## src/rtl/rggen_axi4lite_initiator_if.sv

```systemverilog
// AXI4-Lite channel bundle between the rggen initiator (master) and a register slave.
interface rggen_axi4lite_initiator_if #(
    parameter int ADDRESS_WIDTH = 8,
    parameter int BUS_WIDTH     = 32
);
    logic                     awvalid;
    logic                     awready;
    logic [ADDRESS_WIDTH-1:0] awaddr;
    logic [2:0]               awprot;
    logic                     wvalid;
    logic                     wready;
    logic [BUS_WIDTH-1:0]     wdata;
    logic [BUS_WIDTH/8-1:0]   wstrb;
    logic                     bvalid;
    logic                     bready;
    logic [1:0]               bresp;
    logic                     arvalid;
    logic                     arready;
    logic [ADDRESS_WIDTH-1:0] araddr;
    logic [2:0]               arprot;
    logic                     rvalid;
    logic                     rready;
    logic [BUS_WIDTH-1:0]     rdata;
    logic [1:0]               rresp;

    modport master (
        output awvalid, awaddr, awprot, input awready,
        output wvalid, wdata, wstrb, input wready,
        input bvalid, bresp, output bready,
        output arvalid, araddr, arprot, input arready,
        input rvalid, rdata, rresp, output rready
    );

    modport slave (
        input awvalid, awaddr, awprot, output awready,
        input wvalid, wdata, wstrb, output wready,
        output bvalid, bresp, input bready,
        input arvalid, araddr, arprot, output arready,
        output rvalid, rdata, rresp, input rready
    );
endinterface

```

## src/rtl/rggen_axi4lite_initiator.sv

```systemverilog
// Host request/response to AXI4-Lite master bridge with a single transaction in flight.
// Define RGGEN_AXI4LITE_INITIATOR_RESPONSE_REGISTER_EN to register the host response path.
module rggen_axi4lite_initiator #(
    parameter int ADDRESS_WIDTH = 8,
    parameter int BUS_WIDTH     = 32
) (
    input  logic                     i_clk,
    input  logic                     i_rst_n,
    input  logic                     i_request_valid,
    output logic                     o_request_ready,
    input  logic                     i_request_write,
    input  logic [ADDRESS_WIDTH-1:0] i_request_address,
    input  logic [BUS_WIDTH-1:0]     i_request_write_data,
    input  logic [BUS_WIDTH/8-1:0]   i_request_strobe,
    output logic                     o_response_valid,
    input  logic                     i_response_ready,
    output logic [BUS_WIDTH-1:0]     o_response_read_data,
    output logic [1:0]               o_response_status,
    rggen_axi4lite_initiator_if.master axi
);
    typedef enum logic [2:0] {
        IDLE,
        WRITE_REQUEST,
        READ_REQUEST,
        WAIT_RESPONSE
`ifdef RGGEN_AXI4LITE_INITIATOR_RESPONSE_REGISTER_EN
        , RESPONSE_OUT
`endif
    } state_e;

    state_e                   state;
    logic                     write_q;
    logic [ADDRESS_WIDTH-1:0] address_q;
    logic [BUS_WIDTH-1:0]     write_data_q;
    logic [BUS_WIDTH/8-1:0]   strobe_q;
    logic                     awvalid_q;
    logic                     wvalid_q;
    logic                     arvalid_q;
    logic                     aw_done;
    logic                     w_done;
    logic                     aw_hs;
    logic                     w_hs;
    logic                     ar_hs;
    logic                     wait_write;
    logic                     wait_read;

    assign aw_hs      = awvalid_q && axi.awready;
    assign w_hs       = wvalid_q && axi.wready;
    assign ar_hs      = arvalid_q && axi.arready;
    assign wait_write = (state == WAIT_RESPONSE) && write_q;
    assign wait_read  = (state == WAIT_RESPONSE) && !write_q;

    assign o_request_ready = i_rst_n && (state == IDLE);

    assign axi.awvalid = awvalid_q;
    assign axi.awaddr  = address_q;
    assign axi.awprot  = 3'b000;
    assign axi.wvalid  = wvalid_q;
    assign axi.wdata   = write_data_q;
    assign axi.wstrb   = strobe_q;
    assign axi.arvalid = arvalid_q;
    assign axi.araddr  = address_q;
    assign axi.arprot  = 3'b000;

`ifdef RGGEN_AXI4LITE_INITIATOR_RESPONSE_REGISTER_EN
    logic                 response_valid_q;
    logic [BUS_WIDTH-1:0] response_data_q;
    logic [1:0]           response_status_q;

    // Slave side always ready while waiting; the host sees a registered copy.
    assign axi.bready           = wait_write;
    assign axi.rready           = wait_read;
    assign o_response_valid     = i_rst_n && response_valid_q;
    assign o_response_read_data = response_data_q;
    assign o_response_status    = response_status_q;
`else
    // Host handshake and AXI B/R handshake coincide in this build.
    assign axi.bready           = wait_write && i_response_ready;
    assign axi.rready           = wait_read && i_response_ready;
    assign o_response_valid     = i_rst_n && ((wait_write && axi.bvalid) || (wait_read && axi.rvalid));
    assign o_response_read_data = wait_read ? axi.rdata : '0;
    assign o_response_status    = wait_write ? axi.bresp : (wait_read ? axi.rresp : 2'b00);
`endif

    always_ff @(posedge i_clk) begin
        if (!i_rst_n) begin
            state        <= IDLE;
            write_q      <= 1'b0;
            address_q    <= '0;
            write_data_q <= '0;
            strobe_q     <= '0;
            awvalid_q    <= 1'b0;
            wvalid_q     <= 1'b0;
            arvalid_q    <= 1'b0;
            aw_done      <= 1'b0;
            w_done       <= 1'b0;
`ifdef RGGEN_AXI4LITE_INITIATOR_RESPONSE_REGISTER_EN
            response_valid_q  <= 1'b0;
            response_data_q   <= '0;
            response_status_q <= 2'b00;
`endif
        end else begin
            case (state)
                IDLE: begin
                    if (i_request_valid) begin
                        write_q      <= i_request_write;
                        address_q    <= i_request_address;
                        write_data_q <= i_request_write_data;
                        strobe_q     <= i_request_strobe;
                        aw_done      <= 1'b0;
                        w_done       <= 1'b0;
                        if (i_request_write) begin
                            awvalid_q <= 1'b1;
                            wvalid_q  <= 1'b1;
                            state     <= WRITE_REQUEST;
                        end else begin
                            arvalid_q <= 1'b1;
                            state     <= READ_REQUEST;
                        end
                    end
                end
                WRITE_REQUEST: begin
                    if (aw_hs) begin
                        awvalid_q <= 1'b0;
                        aw_done   <= 1'b1;
                    end
                    if (w_hs) begin
                        wvalid_q <= 1'b0;
                        w_done   <= 1'b1;
                    end
                    if ((aw_done || aw_hs) && (w_done || w_hs)) begin
                        state <= WAIT_RESPONSE;
                    end
                end
                READ_REQUEST: begin
                    if (ar_hs) begin
                        arvalid_q <= 1'b0;
                        state     <= WAIT_RESPONSE;
                    end
                end
                WAIT_RESPONSE: begin
`ifdef RGGEN_AXI4LITE_INITIATOR_RESPONSE_REGISTER_EN
                    if (write_q ? axi.bvalid : axi.rvalid) begin
                        response_valid_q  <= 1'b1;
                        response_data_q   <= write_q ? '0 : axi.rdata;
                        response_status_q <= write_q ? axi.bresp : axi.rresp;
                        state             <= RESPONSE_OUT;
                    end
`else
                    if (o_response_valid && i_response_ready) begin
                        state <= IDLE;
                    end
`endif
                end
`ifdef RGGEN_AXI4LITE_INITIATOR_RESPONSE_REGISTER_EN
                RESPONSE_OUT: begin
                    if (i_response_ready) begin
                        response_valid_q <= 1'b0;
                        state            <= IDLE;
                    end
                end
`endif
                default: state <= IDLE;
            endcase
        end
    end
endmodule

```

## src/flat_wrapper.sv

```systemverilog
// flat-port wrapper written by rule: the top's interface ports become plain ports
module rggen_axi4lite_initiator_flat 
#(
    parameter int ADDRESS_WIDTH = 8,
    parameter int BUS_WIDTH     = 32
)
  (i_clk, i_rst_n, i_request_valid, o_request_ready, i_request_write, i_request_address, i_request_write_data, i_request_strobe, o_response_valid, i_response_ready, o_response_read_data, o_response_status, axi_awvalid, axi_awaddr, axi_awprot, axi_awready, axi_wvalid, axi_wdata, axi_wstrb, axi_wready, axi_bvalid, axi_bresp, axi_bready, axi_arvalid, axi_araddr, axi_arprot, axi_arready, axi_rvalid, axi_rdata, axi_rresp, axi_rready);
  rggen_axi4lite_initiator_if #(.ADDRESS_WIDTH(ADDRESS_WIDTH), .BUS_WIDTH(BUS_WIDTH)) axi_i ();
  input  logic i_clk;
  input  logic i_rst_n;
  input  logic i_request_valid;
  output logic o_request_ready;
  input  logic i_request_write;
  input  logic [ADDRESS_WIDTH-1:0] i_request_address;
  input  logic [BUS_WIDTH-1:0] i_request_write_data;
  input  logic [BUS_WIDTH/8-1:0] i_request_strobe;
  output logic o_response_valid;
  input  logic i_response_ready;
  output logic [BUS_WIDTH-1:0] o_response_read_data;
  output logic [1:0] o_response_status;
  output wire logic [$bits(axi_i.awvalid)-1:0] axi_awvalid;
  output wire logic [$bits(axi_i.awaddr)-1:0] axi_awaddr;
  output wire logic [$bits(axi_i.awprot)-1:0] axi_awprot;
  input wire logic [$bits(axi_i.awready)-1:0] axi_awready;
  output wire logic [$bits(axi_i.wvalid)-1:0] axi_wvalid;
  output wire logic [$bits(axi_i.wdata)-1:0] axi_wdata;
  output wire logic [$bits(axi_i.wstrb)-1:0] axi_wstrb;
  input wire logic [$bits(axi_i.wready)-1:0] axi_wready;
  input wire logic [$bits(axi_i.bvalid)-1:0] axi_bvalid;
  input wire logic [$bits(axi_i.bresp)-1:0] axi_bresp;
  output wire logic [$bits(axi_i.bready)-1:0] axi_bready;
  output wire logic [$bits(axi_i.arvalid)-1:0] axi_arvalid;
  output wire logic [$bits(axi_i.araddr)-1:0] axi_araddr;
  output wire logic [$bits(axi_i.arprot)-1:0] axi_arprot;
  input wire logic [$bits(axi_i.arready)-1:0] axi_arready;
  input wire logic [$bits(axi_i.rvalid)-1:0] axi_rvalid;
  input wire logic [$bits(axi_i.rdata)-1:0] axi_rdata;
  input wire logic [$bits(axi_i.rresp)-1:0] axi_rresp;
  output wire logic [$bits(axi_i.rready)-1:0] axi_rready;
  assign axi_awvalid = axi_i.awvalid;
  assign axi_awaddr = axi_i.awaddr;
  assign axi_awprot = axi_i.awprot;
  assign axi_i.awready = axi_awready;
  assign axi_wvalid = axi_i.wvalid;
  assign axi_wdata = axi_i.wdata;
  assign axi_wstrb = axi_i.wstrb;
  assign axi_i.wready = axi_wready;
  assign axi_i.bvalid = axi_bvalid;
  assign axi_i.bresp = axi_bresp;
  assign axi_bready = axi_i.bready;
  assign axi_arvalid = axi_i.arvalid;
  assign axi_araddr = axi_i.araddr;
  assign axi_arprot = axi_i.arprot;
  assign axi_i.arready = axi_arready;
  assign axi_i.rvalid = axi_rvalid;
  assign axi_i.rdata = axi_rdata;
  assign axi_i.rresp = axi_rresp;
  assign axi_rready = axi_i.rready;
  rggen_axi4lite_initiator #(.ADDRESS_WIDTH(ADDRESS_WIDTH), .BUS_WIDTH(BUS_WIDTH)) u_core (.i_clk(i_clk), .i_rst_n(i_rst_n), .i_request_valid(i_request_valid), .o_request_ready(o_request_ready), .i_request_write(i_request_write), .i_request_address(i_request_address), .i_request_write_data(i_request_write_data), .i_request_strobe(i_request_strobe), .o_response_valid(o_response_valid), .i_response_ready(i_response_ready), .o_response_read_data(o_response_read_data), .o_response_status(o_response_status), .axi(axi_i));
endmodule
```

## config.mk

```make
export PLATFORM = sky130hd
export DESIGN_NAME = rggen_axi4lite_initiator_flat
export DESIGN_NICKNAME = d
export VERILOG_FILES = /design/src/rtl/rggen_axi4lite_initiator_if.sv /design/src/rtl/rggen_axi4lite_initiator.sv /design/src/flat_wrapper.sv
export SDC_FILE = /design/constraint.sdc
export NUM_CORES = 1
export LEC_CHECK = 0
export ABC_AREA = 1
export CAP_MARGIN = 10
export CORE_MARGIN = 1.5
export CORE_UTILIZATION = 34
export CTS_CLUSTER_DIAMETER = 50
export DETAILED_ROUTE_END_ITERATION = 6
export PLACE_DENSITY = 0.82
export SLEW_MARGIN = 40
export SYNTH_ARGS = -nofsm -noshare
export SYNTH_HDL_FRONTEND = slang
export SYNTH_SLANG_ARGS = --single-unit
```

## constraint.sdc

```tcl
create_clock -name i_clk -period 1.7 [get_ports i_clk]
set_input_delay 0.255 -clock i_clk [delete_from_list [all_inputs] [get_ports i_clk]]
set_output_delay 0.255 -clock i_clk [all_outputs]
set_load 0.02 [all_outputs]
```

==> results of run 1 <==
## synthesized netlist by cell type
cell | number | area [um2]
buf_6 | 5 | 56.30
nand2_1 | 20 | 75.07
clkbuf_1 | 4 | 15.01
o21ai_1 | 33 | 165.2
dfxtp_1 | 52 | 1041
a211oi_1 | 1 | 7.510
nor2_2 | 3 | 18.77
nand3_2 | 2 | 20.02
buf_2 | 5 | 25.02
a21oi_1 | 7 | 35.03
ha_1 | 5 | 62.56
inv_2 | 2 | 7.510
nand3_1 | 9 | 45.04
buf_4 | 18 | 135.1
nor2_1 | 129 | 484.2
nand2_2 | 2 | 12.51
conb_1 | 1 | 3.750
o21ai_0 | 17 | 85.08
inv_1 | 42 | 157.7
## power breakdown
| group | total, mW | leakage, nW | internal (mW) | switching, mW |
|---|---|---|---|---|
| clock network | 0.707 | 0.0510 | 0.326 | 0.382 |
| logic | 2.69 | 1.52 | 1.23 | 1.46 |
| registers | 1.67 | 0.430 | 1.52 | 0.157 |
| total | 5.07 | 2.01 | 3.07 | 2.00 |
## cell usage in the layout, fill, tap and decap left out, drive strengths merged
| cell | netlist | routed |
|---|---|---|
| buf | 28 | 55 |
| a21oi | 7 | 7 |
| nand3 | 11 | 11 |
| clkinv | 0 | 2 |
| dfxtp | 52 | 52 |
| clkbuf | 4 | 7 |
| ha | 5 | 5 |
| clkdlybuf4s50 | 0 | 144 |
| a211oi | 1 | 1 |
| inv | 44 | 44 |
| conb | 1 | 6 |
| o21ai | 50 | 50 |
| nand2 | 22 | 22 |
| nor2 | 132 | 132 |
## layout make-up
cell class	count	share of cell area (%)
clock buffers	6	1.913
inverters	44	3.884
repair buffers	200	42.29
well taps	96	2.783
flip-flops and latches	52	24.12
clock inverters	2	0.2319
multi-input cells	234	24.78
## through the flow
| step | setup TNS (ns) | power (mW) | cells |
|---|---|---|---|
| global route | -0.001207 | 5.432 | 634 |
| floorplan | 0 | 3.203 | 362 |
| global placement | -1.242 | 4.290 | 626 |
| CTS | 0 | 5.039 | 634 |
| detailed placement | -2.132 | 4.367 | 626 |
| finish | 0 | 5.068 | 634 |
## registers in the layout, indices dropped and copies added (netlist names)
register / flops
u_core.w_done: 1
u_core.axi.awvalid: 1
u_core.state: 2
u_core.axi.wstrb: 4
u_core.axi.araddr: 8
u_core.write_q: 1
u_core.axi.wvalid: 1
u_core.aw_done: 1
u_core.axi.wdata: 32
u_core.axi.arvalid: 1
## metal layers
layer,part of all wire (%),vias to the layer above
met2,52,85
met5,0,-
met1,42,1248
li1,-,1431
met3,5.3,8
met4,1.2,0
## worst max-delay path, stage by stage, from the launching register on
cell and delay (ns):
dfxtp_1 0.34, ha_2 0.21, nand2_2 0.08, buf_6 0.15
nor2_1 0.10, buf_2 0.19
## final timing paths
kind | end | depth (start not counted) | slack (ns) | startpoint
worst min register to register | u_core.aw_done | 2 | 0.47 | u_core.aw_done
worst max register to register | u_core.state[1] | 10 | 0.14 | u_core.state[0]
worst min-delay path | u_core.aw_done | 2 | 0.47 | u_core.aw_done
worst max-delay path | o_response_read_data[3] | 5 | 0.08 | u_core.state[1]
## what timing repair did
action | CTS | global route
pin swaps | 0 | 2
endpoints found under the setup margin | 40 | 55
gates resized for setup | 149 | 26
## cell families after synthesis
kind of cell,share of synthesized area (%)
adder cells (fa/ha/maj),2.551
other,0.1529
AND/OR/NAND/NOR,26.73
flip-flops,42.45
buffers and inverters,16.17
AO/OA/AOI/OAI,11.94
==> results by group, run 1 <==
CTS
  • Root buffer cell: clkbuf_8
  • Worst-path clk slew: 0.09 ns
  • Clock Sinks: 52
  • TritonCTS clock tree: done
  • Hold-fix buffers, CTS: 0
  • H-tree levels: 2
  • Clock latency on the worst-skew pair: about 0.29 ns
  • Post-CTS Setup Bufs: 0
  • TritonCTS buffer count: 5
  • Clk buf depth: 2

Setup path
  • CP Capture Type: output port
  • CP Max Fanout: 13
  • Arr. time, crit path: about 1.4 ns
  • Worst Path Required: 1.44 ns
  • Critical path type: reg2out
  • Setup crit start kind: flip-flop

Global route
  • Largest net degree at the start of global routing: 27
  • GR Util met1: 24.28%
  • Vias in the first global route: 2,593
  • M3 GR Usage: 4.147%
  • Wire length of the first global-routing pass: 12,140 um
  • Gr busiest metal: met2
  • Grt total ovfl: 0
  • Initial antenna violation count: 0
  • Grt met2 use: between 30% and 40%
  • GRT Total Usage: 19.75%

Logic synthesis
  • Synth Register Bits: 52
  • Synthesized area: between 2000 and 2500 um2
  • Post-Synthesis Cells: between 300 and 400
  • Ys Warns: 0
  • Mean area per synthesized cell: slightly below 7 um2
  • Yosys cell types: 19
  • Seq/Total Area, Yosys: 42.45%

Timing
  • WHS: 0.4691 ns
  • Tcrit/Tclk final: 95.35%
  • Final min period: about 1.6 ns
  • Setup Viol. Count Final: 0
  • Final hold violations: 0
  • Max-slew violation count: 0
  • Final setup margin: approximately 0.079 ns
  • Peak Freq: approximately 620 MHz
  • Clock skew: roughly 0.0052 ns

Place
  • Dpl cell area: 4342 um2
  • DP Worst Slack: -0.2823 ns
  • Detailed Place HPWL: 6330 um
  • I/O Buffers: ~180
  • RePlAce Congestion: roughly 0.83

Die
  • Starting Density: 35.70%
  • Core ar.: 6869 um2
  • Die H: 87.93 um
  • Top Ports: 189
  • Row count: 30
  • Die area: 7732 um2
  • Die Wd: 87.93 um

Finish
  • Area of the multi-input gates: 1070 um2
  • Sequential Area: 1041 um2
  • Final net count: 632
  • Core Util, Final: between 60 and 70%
  • Area delta synth->final: 76.02%
  • # diodes: 0
  • Share of layout cells above drive strength 1: roughly 15%
  • Fillers: 642
  • Final instance area: 4317 um2

Min path
  • Hold Crit Class: reg2reg

Detailed routing
  • Post-Route WL: roughly 7900 um
  • DR vias: approximately 2,800
  • Via density: 4.372
  • First DRT Iteration DRCs: around 100
  • WL/cell: 12.53 um
  • Final antenna-violating net count: 0
  • Drt drc: 0
  • TritonRoute pass-1 iters: 4

Outcome
  • Status: finished clean

Pwr
  • Power density cells: 1174 nW/um2
  • Maximum VDD drop: 0.0005493 V
  • Leakage: 2.005 nW

Job
  • Max_cap viols: 0
No activity file was read; power rests on OpenSTA's default activity.
==> run 2: changes to the inputs <==
- PLACE_DENSITY: 0.82 -> 0.89
==> results by group, run 2 (same netlist as run 1, synthesis figures left out) <==
Finish
  • Commonest cells after routing, fill and taps aside: clkdlybuf4s50_1, nor2_1, dfxtp_1, inv_1, buf_2
  • Fillers: a little over 600
  • Area delta synth->final: 75.46%
  • # diodes: 0
  • Share of layout cells above drive strength 1: 14.93%
  • Largest register FFs: 32
  • Final net count: 630
  • Core Util, Final: between 60% and 70%
  • Commonest non-fill, non-tap cell in the layout: clkdlybuf4s50_1

Pwr
  • Clock Power Share: 16.3%
  • Share of power burned in registers: 32.7%
  • Leakage: between 2 and 2.5 nW
  • Maximum VDD drop: roughly 0.00056 V
  • Combinational share of power: 50.9%
  • Internal power: 3.158 mW
  • Power density cells: 1200 nW/um2
  • Sw Share: 38.82%
  • Psw: ~2.0 mW

Place
  • I/O Buffers: 182
  • RePlAce Congestion: just over 0.8
  • DP Worst Slack: -0.1618 ns
  • Detailed Place HPWL: 6171 um

Global route
  • Vias in the first global route: 2,499
  • Largest net degree at the start of global routing: 45
  • Grt total ovfl: 0
  • GRT Total Usage: a little under a fifth
  • Initial antenna violation count: 0
  • Wire length of the first global-routing pass: about 12,000 um

Timing
  • Max-slew violation count: 0
  • Clock skew: 0.006736 ns
  • Final hold violations: 0
  • Setup Viol. Count Final: 0
  • Unrepaired setup endpoints after global routing: no
  • Final min period: ~1.6 ns
  • Tcrit/Tclk final: a little over nine tenths
  • Final setup margin: 0.08388 ns
  • Peak Freq: 618.8 MHz
  • WHS: 0.4795 ns
  • Setup tns final: 0 ns

Detailed routing
  • WL/cell: between 10 and 15 um
  • Final antenna-violating net count: 0
  • First DRT Iteration DRCs: 64
  • DR vias: 2,762
  • Drt drc: 0
  • Post-Route WL: between 7000 and 8000 um
  • TritonRoute pass-1 iters: 4
  • Via density: between 4 and 5

CTS
  • Clk buf depth: 2
  • Hold-fix buffers, CTS: 0
  • Root buffer cell: clkbuf_8
  • TritonCTS buffer count: 5
  • Worst-path clk slew: 0.09 ns
  • TritonCTS clock tree: done
  • H-tree levels: 2
  • Clock Sinks: 52
  • Clock latency on the worst-skew pair: 0.29 ns

Setup path
  • Worst Path Required: about 1.4 ns
  • Crit-path leading delay family: flip-flops
  • CP max stage delay: approximately 0.37 ns
  • Arr. time, crit path: between 1 and 1.5 ns
  • Setup crit start kind: flip-flop
  • Critical path buffers and inverters: 2
  • Crit path depth: 5
  • CP max stage cell: dfxtp_2
  • Critical path type: reg2out
  • CP Capture Type: output port
  • CP Cell Sequence: ha_4 > nand2_1 > buf_12 > nor2_1 > buf_2
  • CP Max Fanout: 33
  • Worst Reg-to-Reg Cells: 13

Min path
  • Hold depth: 2
  • Hold Crit Class: reg2reg

Die
  • Die area: between 7000 and 8000 um2
  • Core ar.: roughly 6900 um2
  • Die Wd: 87.93 um
  • Die H: 87.93 um
  • Starting Density: 35.70%
  • Row count: 30
  • Top Ports: 189

Job
  • Max_cap viols: 0

Outcome
  • Status: finished clean
==> run 2: changes by cell type in the layout (fill, tap and decap cells not counted), moves of 2 or more <==
cell | before | now
buf_6 | 3 | 1
dfxtp_2 | 0 | 2
buf_4 | 18 | 16
dfxtp_1 | 52 | 50
buf_2 | 31 | 33
clkinv_2 | 2 | 0
==> run 2: layout make-up <==
| cell class | count | area [um2] | share of cell area, % |
|---|---|---|---|
| sequential | 52 | 1044 | 24.25 |
| clock buffer | 6 | 72.57 | 1.687 |
| inverter | 44 | 165.2 | 3.838 |
| timing repair buffer | 198 | 1794 | 41.70 |
| tap | 96 | 120.1 | 2.792 |
| clock inverter | 2 | 38.79 | 0.9014 |
| multi-input combinational | 234 | 1069 | 24.83 |
==> run 2: worst paths after layout <==
| path | start | endpoint | slack [ns] |
|---|---|---|---|
| worst max-delay path | u_core.state[1] | o_response_read_data[18] | 0.08 |
| worst min-delay path | u_core.aw_done | u_core.aw_done | 0.48 |
| worst max register to register | u_core.state[1] | u_core.state[1] | 0.10 |
| worst min register to register | u_core.aw_done | u_core.aw_done | 0.48 |
==> run 2: layer usage <==
layer | vias to the layer above | wire (um) | GRT usage (%)
met4 | 0 | 70 | 4.329
met2 | 82 | 4139 | 34.14
li1 | 1422 | - | -
met3 | 10 | 450 | 4.995
met5 | - | 0 | 0
met1 | 1248 | 3200 | 21.99
==> run 2: worst register-to-register path: cells and delay by family, from the launching register on <==
family | cells | cell delay, ns
buffers and inverters | 4 | 0.39
DFF | 1 | 0.35
and+or+nand+nor | 8 | 0.59
adders and majority gates | 1 | 0.19
==> run 2: repair_timing <==
action                                 4_1_cts  5_1_grt
endpoints found under the hold margin        0        0
setup buffers                                0        0
resized for setup                          149       21
setup endpoints to repair                   44       82
pin swaps                                    0        2
==> run 2: power by group through the flow <==
stage	clock network, mW	registers (mW)	logic, mW
2_1_floorplan	0	2.02	1.18
3_3_place_gp	0	1.69	2.55
3_5_place_dp	0	1.71	2.61
4_1_cts	0.869	1.68	2.56
5_1_grt	0.921	1.73	2.87
6_report	0.843	1.69	2.63
==> run 2: stage by stage <==
stage                     total power, mW  instances  area (um2)
final                               5.162        632        4303
after global routing                5.514        632        4303
after CTS                           5.113        632        4265
after detailed placement            4.315        624        4314
after global placement              4.238        624        4314
after floorplan                     3.203        362        2471
